**src/rtl/nqcpu_bus_pkg.sv**
```systemverilog
// Shared definitions for the memory bus responder.
// Contents:
//   - one-hot FSM state codes IDLE/ACCESS/DONE and the matching state_e enum
//   - operation kind codes OP_FETCH/OP_LOAD/OP_STORE and the matching op_e enum
package nqcpu_bus_pkg;

  localparam logic [2:0] IDLE   = 3'b001;
  localparam logic [2:0] ACCESS = 3'b010;
  localparam logic [2:0] DONE   = 3'b100;

  localparam logic [1:0] OP_FETCH = 2'd0;
  localparam logic [1:0] OP_LOAD  = 2'd1;
  localparam logic [1:0] OP_STORE = 2'd2;

  typedef enum logic [2:0] {
    StIdle   = IDLE,
    StAccess = ACCESS,
    StDone   = DONE
  } state_e;

  typedef enum logic [1:0] {
    OpFetch = OP_FETCH,
    OpLoad  = OP_LOAD,
    OpStore = OP_STORE
  } op_e;

endpackage

```
**src/rtl/mem_bus_responder_if.sv**
```systemverilog
// External memory bus: single outstanding req/ack transaction.
// Signals:
//   req    request, held until ack
//   we     write strobe, valid with req
//   addr   address, stable while req=1
//   wdata  write data, stable while req=1
//   ack    completion; rdata valid in the same cycle
//   rdata  read data
// Modports: master (responder side, drives req), slave (memory side, drives ack).
interface mem_bus_responder_if #(
  parameter int unsigned ADDR_W = 16,
  parameter int unsigned DATA_W = 16
);
  logic              req;
  logic              we;
  logic [ADDR_W-1:0] addr;
  logic [DATA_W-1:0] wdata;
  logic              ack;
  logic [DATA_W-1:0] rdata;

  modport master (output req, we, addr, wdata, input ack, rdata);
  modport slave  (input req, we, addr, wdata, output ack, rdata);
endinterface

```
**src/rtl/bus_timeout_timer.sv**
```systemverilog
// Access timeout down-counter.
// Ports:
//   clk, rst  clock, asynchronous active-high reset
//   load      reload with TIMEOUT_CYCLES (start of an access)
//   dec       one ACCESS cycle passed without ack
//   expired   this decrement is the last one; the access must be aborted now
module bus_timeout_timer #(
  parameter int unsigned TIMEOUT_CYCLES = 255
) (
  input  logic clk,
  input  logic rst,
  input  logic load,
  input  logic dec,
  output logic expired
);
  localparam int unsigned CNT_W = (TIMEOUT_CYCLES < 2) ? 1 : $clog2(TIMEOUT_CYCLES + 1);

  logic [CNT_W-1:0] cnt_q;

  always_ff @(posedge clk or posedge rst) begin
    if (rst) begin
      cnt_q <= '0;
    end else if (load) begin
      cnt_q <= CNT_W'(TIMEOUT_CYCLES);
    end else if (dec && cnt_q != '0) begin
      cnt_q <= cnt_q - CNT_W'(1);
    end
  end

  // Expiring on the 1->0 step gives exactly TIMEOUT_CYCLES ACCESS cycles.
  assign expired = dec && (cnt_q <= CNT_W'(1));
endmodule

```
**src/rtl/mem_bus_responder.sv**
```systemverilog
// Memory-side responder for the CPU control unit.
// Converts fetch_en / mem_en stage enables into req/ack transactions on the external bus and
// stalls the control unit through needWait until the data has been captured.
// Ports:
//   clk, rst          clock, asynchronous active-high reset
//   fetch_en, mem_en  stage requests (fetch has priority when both are high)
//   mem_we            1 = store, 0 = load
//   pc, mem_addr      fetch / data address
//   mem_wdata         store data
//   needWait          combinational stall to the control unit
//   instr_out         last fetched instruction
//   mem_rdata         last load data
//   ext               external bus (master modport)
//   bus_error         sticky timeout flag (BUS_TIMEOUT_EN only)
//   dbg_state         one-hot state {DONE, ACCESS, IDLE}
// Build option: define BUS_TIMEOUT_EN to abort accesses that see no ack for TIMEOUT_CYCLES.
module mem_bus_responder
  import nqcpu_bus_pkg::*;
#(
  parameter int unsigned ADDR_W = 16,
  parameter int unsigned DATA_W = 16
`ifdef BUS_TIMEOUT_EN
  ,
  // Only meaningful with the timeout option; absent otherwise.
  parameter int unsigned TIMEOUT_CYCLES = 255
`endif
) (
  input  logic              clk,
  input  logic              rst,
  input  logic              fetch_en,
  input  logic              mem_en,
  input  logic              mem_we,
  input  logic [ADDR_W-1:0] pc,
  input  logic [ADDR_W-1:0] mem_addr,
  input  logic [DATA_W-1:0] mem_wdata,
  output logic              needWait,
  output logic [DATA_W-1:0] instr_out,
  output logic [DATA_W-1:0] mem_rdata,
  mem_bus_responder_if.master ext,
`ifdef BUS_TIMEOUT_EN
  output logic              bus_error,
`endif
  output logic [2:0]        dbg_state
);

  state_e            state_q, state_d;
  op_e               op_q, op_d;
  logic              req_q, we_q;
  logic [ADDR_W-1:0] addr_q;
  logic [DATA_W-1:0] wdata_q;
  logic [DATA_W-1:0] instr_q, rdata_q;

  logic              start;        // IDLE -> ACCESS this cycle
  logic              complete;     // ACCESS -> DONE by ack or timeout
  logic              timed_out;    // ACCESS -> DONE by timeout
  logic [DATA_W-1:0] capture;
  logic              timer_expired;

`ifdef BUS_TIMEOUT_EN
  logic error_q;

  bus_timeout_timer #(
    .TIMEOUT_CYCLES(TIMEOUT_CYCLES)
  ) u_timer (
    .clk    (clk),
    .rst    (rst),
    .load   (start),
    .dec    ((state_q == StAccess) && !ext.ack),
    .expired(timer_expired)
  );

  always_ff @(posedge clk or posedge rst) begin
    if (rst) begin
      error_q <= 1'b0;
    end else if (timed_out) begin
      error_q <= 1'b1;
    end
  end

  assign bus_error = error_q;
`else
  assign timer_expired = 1'b0;
`endif

  always_comb begin
    state_d   = state_q;
    start     = 1'b0;
    complete  = 1'b0;
    timed_out = 1'b0;
    needWait  = 1'b0;
    op_d      = fetch_en ? OpFetch : (mem_we ? OpStore : OpLoad);
    unique case (state_q)
      StIdle: begin
        if (fetch_en || mem_en) begin
          state_d  = StAccess;
          start    = 1'b1;
          needWait = 1'b1;
        end
      end
      StAccess: begin
        needWait = 1'b1;
        // An ack in the expiry cycle takes precedence over the timeout.
        if (ext.ack) begin
          state_d  = StDone;
          complete = 1'b1;
        end else if (timer_expired) begin
          state_d   = StDone;
          complete  = 1'b1;
          timed_out = 1'b1;
        end
      end
      StDone: begin
        state_d = StIdle;
      end
      default: begin
        state_d = StIdle;
      end
    endcase
  end

  assign capture = timed_out ? '0 : ext.rdata;

  always_ff @(posedge clk or posedge rst) begin
    if (rst) begin
      state_q <= StIdle;
      op_q    <= OpFetch;
      req_q   <= 1'b0;
      we_q    <= 1'b0;
      addr_q  <= '0;
      wdata_q <= '0;
      instr_q <= '0;
      rdata_q <= '0;
    end else begin
      state_q <= state_d;
      if (start) begin
        op_q    <= op_d;
        req_q   <= 1'b1;
        we_q    <= !fetch_en && mem_we;
        addr_q  <= fetch_en ? pc : mem_addr;
        wdata_q <= mem_wdata;
      end
      if (complete) begin
        req_q <= 1'b0;
        if (op_q == OpFetch) begin
          instr_q <= capture;
        end else if (op_q == OpLoad) begin
          rdata_q <= capture;
        end
      end
    end
  end

  assign ext.req   = req_q;
  assign ext.we    = we_q;
  assign ext.addr  = addr_q;
  assign ext.wdata = wdata_q;
  assign instr_out = instr_q;
  assign mem_rdata = rdata_q;
  assign dbg_state = state_q;

endmodule

```
**src/flat_wrapper.sv**
```systemverilog
// flat-port wrapper written by rule: the top's interface ports become plain ports
module mem_bus_responder_flat import nqcpu_bus_pkg::*;
#(
  parameter int unsigned ADDR_W = 16,
  parameter int unsigned DATA_W = 16

)
  (clk, rst, fetch_en, mem_en, mem_we, pc, mem_addr, mem_wdata, needWait, instr_out, mem_rdata, dbg_state, ext_req, ext_we, ext_addr, ext_wdata, ext_ack, ext_rdata);
  mem_bus_responder_if #(.ADDR_W(ADDR_W), .DATA_W(DATA_W)) ext_i ();
  input  logic clk;
  input  logic rst;
  input  logic fetch_en;
  input  logic mem_en;
  input  logic mem_we;
  input  logic [ADDR_W-1:0] pc;
  input  logic [ADDR_W-1:0] mem_addr;
  input  logic [DATA_W-1:0] mem_wdata;
  output logic needWait;
  output logic [DATA_W-1:0] instr_out;
  output logic [DATA_W-1:0] mem_rdata;
  output logic [2:0] dbg_state;
  output wire logic [$bits(ext_i.req)-1:0] ext_req;
  output wire logic [$bits(ext_i.we)-1:0] ext_we;
  output wire logic [$bits(ext_i.addr)-1:0] ext_addr;
  output wire logic [$bits(ext_i.wdata)-1:0] ext_wdata;
  input wire logic [$bits(ext_i.ack)-1:0] ext_ack;
  input wire logic [$bits(ext_i.rdata)-1:0] ext_rdata;
  assign ext_req = ext_i.req;
  assign ext_we = ext_i.we;
  assign ext_addr = ext_i.addr;
  assign ext_wdata = ext_i.wdata;
  assign ext_i.ack = ext_ack;
  assign ext_i.rdata = ext_rdata;
  mem_bus_responder #(.ADDR_W(ADDR_W), .DATA_W(DATA_W)) u_core (.clk(clk), .rst(rst), .fetch_en(fetch_en), .mem_en(mem_en), .mem_we(mem_we), .pc(pc), .mem_addr(mem_addr), .mem_wdata(mem_wdata), .needWait(needWait), .instr_out(instr_out), .mem_rdata(mem_rdata), .ext(ext_i), .dbg_state(dbg_state));
endmodule
```
**config.mk**
```make
export PLATFORM = sky130hd
export DESIGN_NAME = mem_bus_responder_flat
export DESIGN_NICKNAME = d
export VERILOG_FILES = /design/src/rtl/nqcpu_bus_pkg.sv /design/src/rtl/mem_bus_responder_if.sv /design/src/rtl/bus_timeout_timer.sv /design/src/rtl/mem_bus_responder.sv /design/src/flat_wrapper.sv
export SDC_FILE = /design/constraint.sdc
export NUM_CORES = 1
export LEC_CHECK = 0
export CAP_MARGIN = 20
export CORE_MARGIN = 3
export CORE_UTILIZATION = 25
export CTS_BUF_LIST = sky130_fd_sc_hd__clkbuf_4
export DETAILED_ROUTE_END_ITERATION = 12
export PLACE_DENSITY = 0.6
export SYNTH_ARGS = -nofsm -noshare
export SYNTH_HDL_FRONTEND = slang
export SYNTH_SLANG_ARGS = --single-unit
```
**constraint.sdc**
```tcl
create_clock -name clk -period 2 [get_ports clk]
set_clock_uncertainty 0.1 [all_clocks]
set_input_delay 0.2 -clock clk [delete_from_list [all_inputs] [get_ports clk]]
set_output_delay 0.2 -clock clk [all_outputs]
set_load 0.05 [all_outputs]
```
Word level (Yosys, flattened, before mapping)
Cells that the tools add are included.
{"block": "classes", "div_mod_pow": 0, "n_mux": 13, "n_bitwise": 1, "order_cmp": 0, "n_eq_ne": 5, "n_addsub": 0, "reduce_logical": 8, "shift": 0, "multipliers": 0}
{"cell": "two-way mux 16 bit", "count": 1}
{"cell": "two-way mux 1 bit", "count": 6}
{"cell": "two-way mux 3 bit", "count": 2}
{"cell": "one-hot mux 3 bit (2 select lines)", "count": 1}
{"cell": "two-way mux 2 bit", "count": 2}
{"cell": "AND reduction 2 bit", "count": 2}
{"cell": "equality test 3 x 1 -> 1 bit, second input constant", "count": 1}
{"cell": "equality test 3 x 2 -> 1 bit, second input constant", "count": 1}
{"cell": "AND reduction 3 bit", "count": 1}
{"cell": "equality test 2 x 1 -> 1 bit, second input constant", "count": 1}
{"cell": "logical NOT 2 bit", "count": 1}
{"cell": "!= test 2 x 1 -> 1 bit, second input constant", "count": 1}
{"cell": "!= test 2 bit, second input constant", "count": 1}
{"cell": "one-hot mux 1 bit (2 select lines)", "count": 1}
{"cell": "nonzero test 2 bit", "count": 1}
{"cell": "logical AND 1 bit", "count": 1}
{"cell": "logical NOT 1 bit", "count": 1}
{"cell": "logical OR 1 bit", "count": 1}
{"cell": "inverter 1 bit", "count": 1}
{"block": "totals", "n_memories": 0, "inputBits": 70, "latch_bits": 0, "word_cells": 35, "rom_bits": 0, "register_bits": 71, "out_inout_bits": 70, "ramBits": 0}

Depth between registers and ports, before layout
{"block": "depth", "word_depth": 5, "mapped_depth": 6, "mapped_depth_nobuf": 4}

Worst setup path after synthesis
No wires, ideal clock.
{"block": "synth_path", "kind": "register to output", "from": "register u_core.state_q[0], in the netlist u_core.dbg_state[0]", "to": "output port needWait", "t_arrival_ns": 1.756, "t_required_ns": 1.700, "slack_ns": -0.056, "stages_incl_launch_ff": 5, "path_buffers": 2, "path_cell_list": "dfstp_2 -> nor4b_2 -> buf_4 -> buf_4 -> nand2b_1"}
{"block": "synth_via", "elab_chain_cells": 2, "elab_cells_between_ends": 3, "classes_between": "eq/ne (2); mux (1)"}
{"item": "start: declaration", "line_no": "mem_bus_responder.sv:46", "source": "state_e state_q, state_d;"}
{"item": "start signal: assignment", "line_no": "mem_bus_responder.sv:125", "source": "state_q <= StIdle;"}
{"item": "start signal: assignment", "line_no": "mem_bus_responder.sv:134", "source": "state_q <= state_d;"}
{"item": "equality test 3 x 2 -> 1 bit / equality test 3 x 1 -> 1 bit (equally long branches)", "line_no": "mem_bus_responder.sv:92", "source": "unique case (state_q)"}
{"item": "one-hot mux 1 bit (2 select lines) (*)", "line_no": "mem_bus_responder.sv:92"}
{"item": "end: declaration", "line_no": "flat_wrapper.sv:18", "source": "output logic needWait;"}
Mark *: on every way between the ends. The rest lies on a longest branch, timed or not.

Worst setup path in the final report
{"block": "layout_path", "from": "register u_core.state_q[1], in the netlist u_core.dbg_state[1]", "to": "output port needWait"}
The elaborated chain is that of the path after synthesis.

==> impl_metrics.ini <==
[run_status]
status = completed

[floorplanning]
io_pins = 140
core_area_um2 = 11100
initial_utilization_pct = 26.1
rows = 38
dieArea_um2 = 12900
die_w_um = 114
fp.dieH_um = 114

[route]
wl_per_cell_um = 15.5
drt_iter0_drc = 31
drt_wl_total_um = 7340
vias = 2008
ant_nets = 0
vias_per_cell = 4.25
drt_pass1_iterations = 4
drc = 0

[grt]
grt_overflow = 0
antenna_found_initial = 0
grt_pass1_vias = 2262
grt_max_degree = 26
grt_pass1_wl_um = 11800
grtUsageTotal_pct = 11.7

[critical_path]
r2r-start = u_core.dbg_state[1]
path_delay_family = simple AND/OR/NAND/NOR gates
cp-start-kind = flop
endpoint_kind = primary output
slowest_stage = dfrtp_2
critPathMaxFanout = 5
rr_worst_depth = 4
crit_type = flop to primary output
rrSetupSlack_ns = 0.18
critPathRequiredTime_ns = 1.70
timing.rr.end = u_core.ext.wdata[4]
crit_buf_inv = 2
crit_path_cell_trace = nor4b_4, buf_12, nand2b_2, buf_12
cp_slowest_stage_delay_ns = 0.47
path_common_cell = buf_12
worstPathArrival_ns = 1.63

[layout]
final_core_util_pct = 42.5
synthToLayoutAreaGrowth_pct = 62.8
drive_gt1_share_pct = 31.2
layout.cells.non_filler = 473
diodes = 0
nets = 399
fin_area_um2 = 4700

[synth]
synth-main-ff-cell = dfrtp_1
syn_nets = 246
synth_top_area_share_pct = 59.8
synth_area_um2 = 2890
netlist_instances = 176
ys_top_cells_by_area = dfrtp_1 60%, mux2_2 22%, mux2_1 6.2%, mux2_4 5.2%, dfstp_2 0.91%
yosys_warnings = 0
yosysSeqAreaShare_pct = 60.7
synth_edf_count = 0
synth_common_cells = 69 x dfrtp_1, 56 x mux2_2, 16 x mux2_1, 10 x mux2_4
synth_area_per_cell_um2 = 16.4
synthArstFlopShare_pct = 100
ys_ff_latch = 70
netlist-cell-type-count = 22
yosysMostFrequentCell = dfrtp_1
yosysTopAreaCell = dfrtp_1

[power]
switchingPower_mw = 4.01
powerDensity_nw_per_um2 = 1820
combPwrFrac_pct = 61.5
intPower_mw = 4.57
ir_drop_mv = 1.12
leakagePower_nw = 2.03
share_seq_of_total_power_pct = 28.3
clkPwrFrac_pct = 10.2
p_sw_share_pct = 46.7

[timing]
fin_crit_sh_pct = 96.3
slew-limit-headroom_pct = 63.8
hold_viol = 0
drv_slew = 0
fin_crit_ns = 1.93
timing.fmax_mhz = 519
rsz0062_at_grt = yes
tightest_slew_ns = 0.542
fin_tns_setup_ns = 0
setup_viol = 0

[worst_hold_path]
hold_class = input port to async pin

[placed_design]
dp_hpwl_um = 5300
place_area_um2 = 4520
place_inst = 454
gp_congestion = 0.674
numPortBuffers = 139

[clocking]
cts_sinks = 70
path_clk_slew_ns = 0.12
cts_root_buffer = clkbuf_4
htreeDepth = 3
clock_path_buffers = 2
cts_tree = yes
cts_inserted_buffers = 9
insertion_delay_ns = 0.39

[flow_run]
drv_cap = 0
[metal layers]
metal	global-route usage (%)	routed length, um	vias up
met5	0	0	-
met4	3.13	96	0
met3	4.99	606	9
met2	18.7	3520	80
met1	14.6	3120	993
li1	-	-	926
[power groups by stage]
stage | Clock (mW) | Combinational, mW | Sequential (mW)
floorplan | 0 | 1.12 | 4.71
detailed placement | 0 | 5.19 | 2.47
global route | 0.980 | 5.50 | 2.53
finish | 0.874 | 5.28 | 2.43
global placement | 0 | 5.16 | 2.45
CTS | 0.930 | 5.35 | 2.44
[kinds of logic (layout without fill, tap and decap cells)]
logic type      after synthesis  after routing  synth area share (%)
compound gates                3              3                 0.693
buf+inv                      11            168                  2.90
flops                        70             70                  60.7
mux                          82             82                  33.3
simple gates                 10             10                  2.47
[flip-flops by register name (all words and copies together) (netlist names)]
signal            cells
u_core.dbg_state      3
u_core.ext.addr      16
u_core.ext.req        1
u_core.ext.wdata     16
u_core.ext.we         1
u_core.instr_out     16
u_core.mem_rdata     16
u_core.op_q           1
[worst max-delay path by stage]
stage,start,endpoint,slack [ns],depth (start not counted)
floorplan,u_core.dbg_state[1],u_core.instr_out[0],0.01,5
global placement,fetch_en,needWait,0.10,6
detailed placement,fetch_en,needWait,0.08,6
CTS,u_core.ext.we,ext_we,0.005,1
global route,u_core.dbg_state[0],needWait,-0.03,4
finish,u_core.dbg_state[1],needWait,0.07,4
[final cells by class]
type	instances	area, um2
Fill cell	1037	6370
Sequential cell	70	1760
Timing Repair Buffer	151	1570
Multi-Input combinational cell	95	1060
Tap cell	140	175
Clock buffer	10	75.1
Clock inverter	5	51.3
Inverter	2	11.3
[per-stage QoR]
step | setup WS [ns] | total power, mW | hold WS, ns
after floorplan | 0.0123 | 5.83 | 0.197
after global placement | 0.105 | 7.61 | 0.371
after detailed placement | 0.0831 | 7.65 | 0.374
after CTS | 0.00454 | 8.72 | 0.0647
after global routing | -0.0344 | 9.01 | 0.0795
final | 0.0738 | 8.58 | 0.0753
[cells in the final DEF (no fill, tap or decap), types with 2 or more instances in the layout]
cell / count
dfrtp_2: 2
dfrtp_1: 67
nor2_1: 3
clkinvlp_4: 2
clkdlybuf4s50_1: 133
mux2_2: 56
mux2_1: 16
buf_12: 6
buf_4: 10
clkbuf_4: 10
mux2_4: 10
clkinv_2: 2
[repair_timing]
| item | CTS | global route |
|---|---|---|
| gates cloned | 1 | 0 |
| gates resized for setup | 0 | 3 |
| hold buffers | 0 | 0 |
| setup endpoints to repair | 1 | 2 |
| pin swaps | 0 | 1 |
| buffers inserted | 3 | 0 |
(Power assumes the default switching activity.)
